### src/rtl/front_end_pkg.sv
// Shared definitions for the multi-channel front-end controller: default
// parameter values and the FSM state encoding.
package front_end_pkg;

  localparam int N_CH_DEF  = 4;
  localparam int CNT_W_DEF = 16;
  localparam int LAT_DEF   = 3;

  localparam int STATE_W = 2;

  localparam logic [STATE_W-1:0] S_IDLE  = 2'd0;
  localparam logic [STATE_W-1:0] S_RUN   = 2'd1;
  localparam logic [STATE_W-1:0] S_DRAIN = 2'd2;
  localparam logic [STATE_W-1:0] S_DONE  = 2'd3;

  typedef enum logic [STATE_W-1:0] {
    ST_IDLE  = S_IDLE,
    ST_RUN   = S_RUN,
    ST_DRAIN = S_DRAIN,
    ST_DONE  = S_DONE
  } state_e;

endpackage

### src/rtl/fe_valid_pipe.sv
// LAT-deep valid-token shift register that tracks reads travelling through
// the datapath. Stage 0 takes the fire pulse; the last stage is the output
// write strobe; the OR of the earlier stages keeps the pipeline advancing
// and tells the FSM whether tokens are still in flight.
module fe_valid_pipe #(
  parameter int LAT = 3
) (
  input  logic aclk,
  input  logic aresetn,
  input  logic flush_i,
  input  logic load_i,
  output logic last_o,
  output logic early_o
);

  logic [LAT-1:0] valid_q;
  logic [LAT-1:0] valid_d;

  // Next line contents: shift in the new token, or empty the line on flush.
  always_comb begin
    valid_d = (valid_q << 1) | LAT'(load_i);
    if (flush_i) begin
      valid_d = '0;
    end
  end

  // Token line register.
  always_ff @(posedge aclk or negedge aresetn) begin
    if (!aresetn) begin
      valid_q <= '0;
    end else begin
      // NOTE: state registers use non-blocking assignments so every flop
      // samples the pre-edge value of its neighbours, as real flops do.
      valid_q <= valid_d;
    end
  end

  assign last_o = valid_q[LAT-1];

  generate
    if (LAT > 1) begin : g_early
      assign early_o = |valid_q[LAT-2:0];
    end else begin : g_no_early
      assign early_o = 1'b0;
    end
  endgenerate

endmodule

### src/rtl/front_end_mc.sv
// Multi-channel front-end controller. Issues synchronised reads across the
// enabled input FIFOs, advances the datapath, aligns the output write with
// the datapath latency, and reports completion once len words are written.
module front_end_mc
  import front_end_pkg::*;
#(
  parameter int N_CH  = N_CH_DEF,
  parameter int CNT_W = CNT_W_DEF,
  parameter int LAT   = LAT_DEF
) (
  input  logic             aclk,
  input  logic             aresetn,
  input  logic             start,
  input  logic             clear,
  input  logic [CNT_W-1:0] len,
  input  logic [N_CH-1:0]  ch_mask,
  input  logic [N_CH-1:0]  empty,
  input  logic             full,
  output logic [N_CH-1:0]  rden,
  output logic             en,
  output logic             wr,
  output logic             busy,
  output logic             done,
  output logic [CNT_W-1:0] word_cnt
);

  state_e state_q, state_d;

  logic [CNT_W-1:0] len_q, len_d;
  logic [N_CH-1:0]  mask_q, mask_d;
  logic [CNT_W-1:0] issue_cnt_q, issue_cnt_d;
  logic [CNT_W-1:0] word_cnt_q, word_cnt_d;

  logic fire;
  logic last_issue;
  logic tok_last;
  logic tok_early;

  // Masked-off channels never stall; output space is guaranteed by the
  // almost-full margin, so only new issues look at full.
  assign fire       = (state_q == ST_RUN) && !full && ((empty & mask_q) == '0);
  assign last_issue = (issue_cnt_q == (len_q - CNT_W'(1)));

  fe_valid_pipe #(
    .LAT (LAT)
  ) u_valid_pipe (
    .aclk    (aclk),
    .aresetn (aresetn),
    .flush_i (clear),
    .load_i  (fire),
    .last_o  (tok_last),
    .early_o (tok_early)
  );

  // Next-state, latch and counter update logic.
  always_comb begin
    // NOTE: every variable gets a default first so no path leaves it
    // unassigned, which would otherwise infer a latch.
    state_d     = state_q;
    len_d       = len_q;
    mask_d      = mask_q;
    issue_cnt_d = fire     ? issue_cnt_q + CNT_W'(1) : issue_cnt_q;
    word_cnt_d  = tok_last ? word_cnt_q  + CNT_W'(1) : word_cnt_q;

    if (clear && (state_q != ST_IDLE)) begin
      // Abort: return to IDLE with counters frozen at their current values.
      state_d     = ST_IDLE;
      issue_cnt_d = issue_cnt_q;
      word_cnt_d  = word_cnt_q;
    end else begin
      unique case (state_q)
        ST_IDLE: begin
          if (start && !clear) begin
            len_d       = len;
            mask_d      = ch_mask;
            issue_cnt_d = '0;
            word_cnt_d  = '0;
            state_d     = ((len == '0) || (ch_mask == '0)) ? ST_DONE : ST_RUN;
          end
        end
        ST_RUN: begin
          if (fire && last_issue) begin
            state_d = ST_DRAIN;
          end
        end
        ST_DRAIN: begin
          // The final write happens in the same cycle the early stages empty.
          if (!tok_early) begin
            state_d = ST_DONE;
          end
        end
        ST_DONE: begin
          if (!start) begin
            state_d = ST_IDLE;
          end
        end
        default: state_d = ST_IDLE;
      endcase
    end
  end

  // State, job latches and counters.
  always_ff @(posedge aclk or negedge aresetn) begin
    if (!aresetn) begin
      state_q     <= ST_IDLE;
      len_q       <= '0;
      mask_q      <= '0;
      issue_cnt_q <= '0;
      word_cnt_q  <= '0;
    end else begin
      state_q     <= state_d;
      len_q       <= len_d;
      mask_q      <= mask_d;
      issue_cnt_q <= issue_cnt_d;
      word_cnt_q  <= word_cnt_d;
    end
  end

  assign rden     = fire ? mask_q : '0;
  assign en       = fire | tok_early;
  assign wr       = tok_last;
  assign busy     = (state_q == ST_RUN) || (state_q == ST_DRAIN);
  assign done     = (state_q == ST_DONE);
  assign word_cnt = word_cnt_q;

endmodule

### config.mk
export PLATFORM = sky130hd
export DESIGN_NAME = front_end_mc
export DESIGN_NICKNAME = d
export VERILOG_FILES = /design/src/rtl/front_end_pkg.sv /design/src/rtl/fe_valid_pipe.sv /design/src/rtl/front_end_mc.sv
export SDC_FILE = /design/constraint.sdc
export NUM_CORES = 1
export LEC_CHECK = 0
export CORE_AREA = 2 2 129 94
export CTS_CLUSTER_DIAMETER = 60
export DETAILED_ROUTE_END_ITERATION = 10
export DIE_AREA = 0 0 131 96
export DONT_BUFFER_PORTS = 1
export PLACE_DENSITY_LB_ADDON = 0.08
export SLEW_MARGIN = 20
export SYNTH_ARGS = -nofsm -noshare
export SYNTH_HDL_FRONTEND = slang
export SYNTH_SLANG_ARGS = --single-unit
### constraint.sdc
create_clock -name aclk -period 3 [get_ports aclk]
set_input_delay 0.6 -clock aclk [delete_from_list [all_inputs] [get_ports aclk]]
set_output_delay 0.6 -clock aclk [all_outputs]
set_load 0.02 [all_outputs]
==> results of run 1 <==
-- final timing paths --
path / slack, ns / startpoint / to / depth (start not counted)
min in group aclk: 0.33 / clear / u_valid_pipe.valid_q[1] / 1
worst min-delay path: 0.14 / aresetn / word_cnt[1] / 1
max in group asynchronous: 2.59 / aresetn / word_cnt[9] / 1
worst max register to register: 0.28 / len_q[0] / state_q[0] / 9
worst max-delay path: 0.28 / len_q[0] / state_q[0] / 9
worst min register to register: 0.52 / u_valid_pipe.valid_q[0] / u_valid_pipe.valid_q[1] / 1
-- state kept, by name, summed over array words and instances, names as in the netlist --
signal and cells:
state_q 2, mask_q 4, issue_cnt_q 16, len_q 16, word_cnt 16, u_valid_pipe.valid_q 3
-- cell usage after synthesis (all sizes together), types with 2 or more instances --
master | instances | area share
dfrtp | 57 | 0.43
nor2 | 56 | 0.065
xor2 | 27 | 0.071
xnor2 | 24 | 0.063
nand2 | 20 | 0.023
mux2 | 19 | 0.064
nand3 | 14 | 0.023
inv | 10 | 0.011
nor3 | 9 | 0.014
clkbuf | 8 | 0.0090
ha | 7 | 0.026
nand4 | 7 | 0.013
o21ai | 7 | 0.011
and2 | 6 | 0.011
and3 | 6 | 0.011
nor4 | 5 | 0.0094
or3 | 5 | 0.0094
a21oi | 4 | 0.0060
buf | 4 | 0.0072
nor2b | 4 | 0.0075
or4 | 4 | 0.011
a211oi | 3 | 0.0083
a31oi | 3 | 0.0056
a22o | 2 | 0.0060
a311oi | 2 | 0.0053
and4 | 2 | 0.0060
mux2i | 2 | 0.0060
nand2b | 2 | 0.0060
nand3b | 2 | 0.0045
nor3b | 2 | 0.0045
o21bai | 2 | 0.0045
-- timing repair --
action	CTS	global route
resized for setup	0	0
hold buffers	1	0
hold endpoints to repair	57	0
-- per-layer routing --
metal	up-vias	track usage	routed length (um)
met5	-	0	0
met4	0	0.0505	115
li1	1187	-	-
met2	38	0.197	3330
met1	1153	0.208	4400
met3	9	0.0456	390
-- through the flow --
stage | instance area [um^2] | util
after floorplan | 3320 | -
after global placement | 3500 | 0.308
after detailed placement | 3500 | 0.308
after CTS | 3870 | 0.341
after global routing | 3870 | 0.341
final | 3870 | 0.341
-- worst register-to-register path, stage by stage, from the launching register on --
cell and delay, ns:
dfrtp_1 0.43, inv_1 0.10, ha_1 0.25, or3b_1 0.53, xor2_1 0.22, a22o_2 0.27, a211oi_1 0.23, nor2_1 0.13
a311oi_1 0.35, nor2_1 0.08
-- power groups by stage --
stage	clock network [uW]	registers (uW)	logic, uW
finish	1180	1190	1100
global route	1250	1220	1220
CTS	1220	1190	1110
detailed placement	0	1200	1080
global placement	0	1200	1080
floorplan	0	1120	915
-- cell type report --
cell class / instances / share of cell area
inverters: 10 / 0.00970
clock buffers: 10 / 0.0617
clock inverters: 6 / 0.0271
well taps: 157 / 0.0507
repair buffers: 5 / 0.0149
diodes: 1 / 0.000646
flip-flops and latches: 57 / 0.368
multi-input cells: 259 / 0.467
-- kinds of logic after synthesis --
| logic type | synth area share |
|---|---|
| XOR/XNOR | 0.134 |
| flip-flops | 0.429 |
| adder cells (fa/ha/maj) | 0.0264 |
| multiplexers | 0.0704 |
| AO/OA/AOI/OAI | 0.0776 |
| AND/OR/NAND/NOR | 0.235 |
| buffers and inverters | 0.0275 |
==> results by group, run 1 <==
Status
  – Outcome: finished, final reports clean

Timing
  – Setup TNS: 0 ns
  – Final setup fails: 0
  – Final hold vios: 0
  – Relative slew slack: 0.507
  – F_max: roughly 370 MHz
  – Fin crit share: 0.907
  – Min Clock Period, post-route: approximately 2.7 ns
  – RSZ-0062 raised after global routing: false
  – Final Skew: 0.00357 ns
  – Final Hold Slack: 0.136 ns
  – Fin. max-slew vios: 0
  – Slack of the critical path: approximately 0.28 ns
  – Least-Margin Pin Slew: between 0.7 and 0.8 ns

CTS
  – Clk Latency, worst-skew pair: between 0.3 and 0.4 ns
  – CTS Buf Count: 9
  – TritonCTS clock tree: yes
  – H-tree levels: 3
  – Clock buffer depth: 2
  – Root Buffer: clkbuf_16
  – CTS Sinks: 57
  – Setup bufs post-CTS: 0
  – Clock transition at path regs: around 0.050 ns

Detailed routing
  – Post-route DRC: 0
  – Avg WL per Cell: between 15 and 20 um
  – Via Count: 2387
  – Post-Route WL: ~8.2 mm
  – Iter 0 DRT Violations: around 130
  – Vias per cell: roughly 4.7
  – DR pass1 iterations: 4
  – Post-route antenna net violation count: 0

Yosys
  – Register area share after synthesis: 0.429
  – Yosys cell types: 54
  – Post-Syn Instances: roughly 340
  – Post-synth EDFFs: 0
  – Synthesized cell area: around 0.0033 mm^2
  – Main synth FF type: dfrtp_1
  – Ys async rst share: 1.00
  – Post-Syn Nets: 374
  – Ys Warns: 0
  – FF+latch count, synth: 57
  – Avg Synthesized Cell Area: 9.83 um^2

Floorplanning
  – Full die area: about 0.013 mm^2
  – I/O Pins: 53
  – Cell row count: 33
  – DIE WIDTH: around 130 um
  – Core ar.: roughly 0.011 mm^2
  – Starting density of the core: 0.293
  – Die height: approximately 96 um

Global route
  – First-pass GRT wire length: roughly 13 mm
  – Largest net degree at the start of global routing: 58
  – GRT Overall Usage: 0.143
  – Initial antenna violation count: 1
  – Grt ovf: 0
  – Vias in the first global route: approximately 2500

Setup path
  – Critical path launch point type: register
  – Buf/Inv on CP: 1
  – CP Data Required Time: 3.20 ns
  – CP max FO: 8
  – Worst EP arrival: about 3 ns
  – CP cell instances: inv_1 > ha_1 > or3b_1 > xor2_1 > a22o_2 > a211oi_1 > nor2_1 > a311oi_1 > nor2_1
  – Worst path slowest cell: or3b_1
  – Crit path max-delay family: compound AO/OA/AOI/OAI gates
  – Peak per-stage delay on the critical path: between 0.5 and 0.6 ns
  – Most used cell, CP: nor2_1
  – Critical Path Sink Type: register
  – Setup CP Type: reg -> reg

Power and ir drop
  – P_sw: ~1200 uW
  – Leakage: 0.00164 uW
  – Comb pwr share: 0.316
  – PD cells: around 900 mW/mm^2
  – Sequential power share: 0.343
  – Clk pwr share: 0.340
  – Max IR drop VDD: 0.494 mV
  – Total power: approximately 3500 uW
  – Internal power: about 2300 uW
  – Sw Share: 0.341

Layout
  – Register Area: ~0.0014 mm^2
  – Layout cells sized above 1: 0.161
  – Most common cell after layout, fill and taps aside: dfrtp_1
  – Layout Area Growth over Synthesis: 16.5%
  – Final Net Count: 378
  – Commonest non-fill, non-tap cells in the layout: 57 x dfrtp_1, 54 x nor2_1, 27 x xor2_1
  – Multi-input logic area: around 0.0018 mm^2
  – Final std cells w/o fill: 505
  – Layout filler cell count: about 1200

Placement
  – Dpl ws: just over 0.3 ns
  – Placed cells: between 400 and 500
  – DP Wirelength: ~6.0 mm
  – Port Buf Inserts: 0
  – Placer congestion estimate: 0.765

Hold path
  – Hold Path Class: in -> async

Run
  – Max-cap violation count: 0
Power figures use the tool's default switching activity.
==> inputs of run 2 (changes only) <==
CELL_PAD_IN_SITES_DETAIL_PLACEMENT = 1   (was not set)
CELL_PAD_IN_SITES_GLOBAL_PLACEMENT = 2   (was not set)
==> results by group, run 2 (synthesis results as in run 1) <==
Timing
  – Least-Margin Pin Slew: 0.713 ns (-0.0255 ns)
  – Fin crit share: 0.913 (+0.00654)
  – Fin. max-slew vios: 0 (unchanged)
  – Relative slew slack: 0.525 (+0.0170)
  – Final setup fails: 0 (unchanged)
  – Final Hold Slack: 0.148 ns (+0.0113 ns)
  – F_max: 365 MHz (-0.72%)
  – Final hold vios: 0 (unchanged)
  – RSZ-0062 raised after global routing: false
  – Setup TNS: 0 ns (unchanged)
  – Min Clock Period, post-route: 2.74 ns (+0.0196 ns)
  – Final Skew: 0.00728 ns (+0.00371 ns)

Detailed routing
  – DR WL met2: 3.54 mm (+6.3%)
  – Top Metal Used: met4
  – Post-Route WL: 8.90 mm (+8.0%)
  – Post-route antenna net violation count: 0 (unchanged)
  – Iter 0 DRT Violations: 96 (-25%)
  – Met3 wire length: 373 um (-4.4%)
  – Via Count: 2456 (+2.9%)
  – Post-route DRC: 0 (unchanged)
  – Vias per cell: 4.85 (+2.7%)
  – DR pass1 iterations: 7 (+3)
  – Avg WL per Cell: 17.6 um (+7.8%)
  – Routed length on met1: 4.88 mm (+11%)

Layout
  – Final std cells w/o fill: 506 (+0.20%)
  – Core Util, Final: 0.340 (-0.000662)
  – Multi-input logic area: 0.00181 mm^2 (unchanged)
  – Register Area: 0.00143 mm^2 (unchanged)
  – Most common cell after layout, fill and taps aside: dfrtp_1
  – Commonest non-fill, non-tap cells in the layout: 57 x dfrtp_1, 54 x nor2_1, 27 x xor2_1
  – Layout cells sized above 1: 0.158 (-0.00379)
  – Layout Area Growth over Synthesis: 16.3%
  – Diode count: 0 (-1)
  – Final Net Count: 380 (+0.53%)
  – Layout filler cell count: 1275 (+9.1%)

Floorplanning
  – DIE WIDTH: 131 um (unchanged)
  – Cell row count: 33 (unchanged)
  – Starting density of the core: 0.293 (unchanged)
  – Core ar.: 0.0114 mm^2 (unchanged)
  – Full die area: 0.0126 mm^2 (unchanged)
  – I/O Pins: 53 (unchanged)
  – Die height: 96 um (unchanged)

Setup path
  – Worst EP arrival: 2.98 ns (+0.06 ns)
  – Critical path launch point type: register
  – CP max FO: 8 (unchanged)
  – Critical Path Sink Type: register
  – CP Data Required Time: 3.24 ns (+0.04 ns)
  – Setup CP Type: reg -> reg

Hold path
  – Hold Path Class: in -> async

CTS
  – TritonCTS clock tree: yes
  – H-tree levels: 3 (unchanged)
  – Clk Latency, worst-skew pair: 0.33 ns (about the same)
  – Clock buffer depth: 2 (unchanged)
  – CTS Sinks: 57 (unchanged)
  – Root Buffer: clkbuf_16
  – CTS Buf Count: 9 (unchanged)
  – Post-CTS sizing: 0 (unchanged)
  – Clock transition at path regs: 0.05 ns (about the same)
  – Setup bufs post-CTS: 0 (unchanged)

Power and ir drop
  – Leakage: 0.00164 uW (-0.34%)
  – PD cells: 889 mW/mm^2 (-1.1%)
  – Max IR drop VDD: 0.418 mV (-15%)
  – Total power: 3440 uW (-1.3%)

Status
  – Outcome: finished, final reports clean

Placement
  – Port Buf Inserts: 0 (unchanged)
  – Placer congestion estimate: 0.754 (-1.5%)
  – Placed cells: 489 (+0.41%)
  – DP Wirelength: 6.61 mm (+9.3%)

Global route
  – Grt ovf: 0 (unchanged)
  – GRT Overall Usage: 0.154 (+0.0110)
  – First-pass GRT wire length: 14.4 mm (+7.7%)
  – Largest net degree at the start of global routing: 58 (unchanged)
  – Initial antenna violation count: 0 (-1)
  – Vias in the first global route: 2574 (+3.6%)

Run
  – Max-cap violation count: 0 (unchanged)
[run 2: metrics by stage]
stage               worst slack [ns]  instance area (um^2)
finish                         0.261                  3860
detailed placement             0.284                  3510
global placement               0.383                  3510
floorplan                      0.557                  3320
CTS                            0.235                  3860
global route                   0.150                  3860
[run 2: timing repair]
action | CTS | global route
hold buffers | 1 | 0
hold endpoints to repair | 57 | 0
endpoints found under the setup margin | 0 | 0
[run 2: final cells by class]
cell class | count | share of cell area
Timing Repair Buffer | 7 | 0.0188
Inverter | 10 | 0.00972
Clock inverter | 2 | 0.0155
Tap cell | 157 | 0.0508
Sequential cell | 57 | 0.369
Clock buffer | 14 | 0.0683
Multi-Input combinational cell | 259 | 0.468
[run 2: path summary, 6_finish.rpt]
kind                                      endpoint  slack (ns)                    start  depth (start not counted)
min reg2reg                u_valid_pipe.valid_q[2]        0.53  u_valid_pipe.valid_q[1]                          1
max in group asynchronous          issue_cnt_q[15]        2.60                  aresetn                          1
min in group aclk          u_valid_pipe.valid_q[1]        0.33                    clear                          1
max                                     state_q[1]        0.26                 len_q[0]                          9
max reg2reg                             state_q[1]        0.26                 len_q[0]                          9
min                                   word_cnt[12]        0.15                  aresetn                          1
[run 2: power breakdown]
group	switching (uW)	leakage [uW]	internal, uW
Sequential	255	0.000751	943
Combinational	592	0.000728	526
Clock	348	0.000157	773
[run 2: per-layer routing]
metal  GRT usage  up-vias
met5           0        -
met4      0.0408        0
met3      0.0489       12
met2       0.206       41
met1       0.235     1219
li1            -     1184
[run 2: worst max-delay path, stage by stage, from the launching register on]
cell and delay, ns:
dfrtp_1 0.43, inv_1 0.10, ha_1 0.27, or3b_1 0.54, xor2_1 0.22, a22o_2 0.27
a211oi_1 0.26, nor2_1 0.13, and4_1 0.23, a211oi_2 0.20
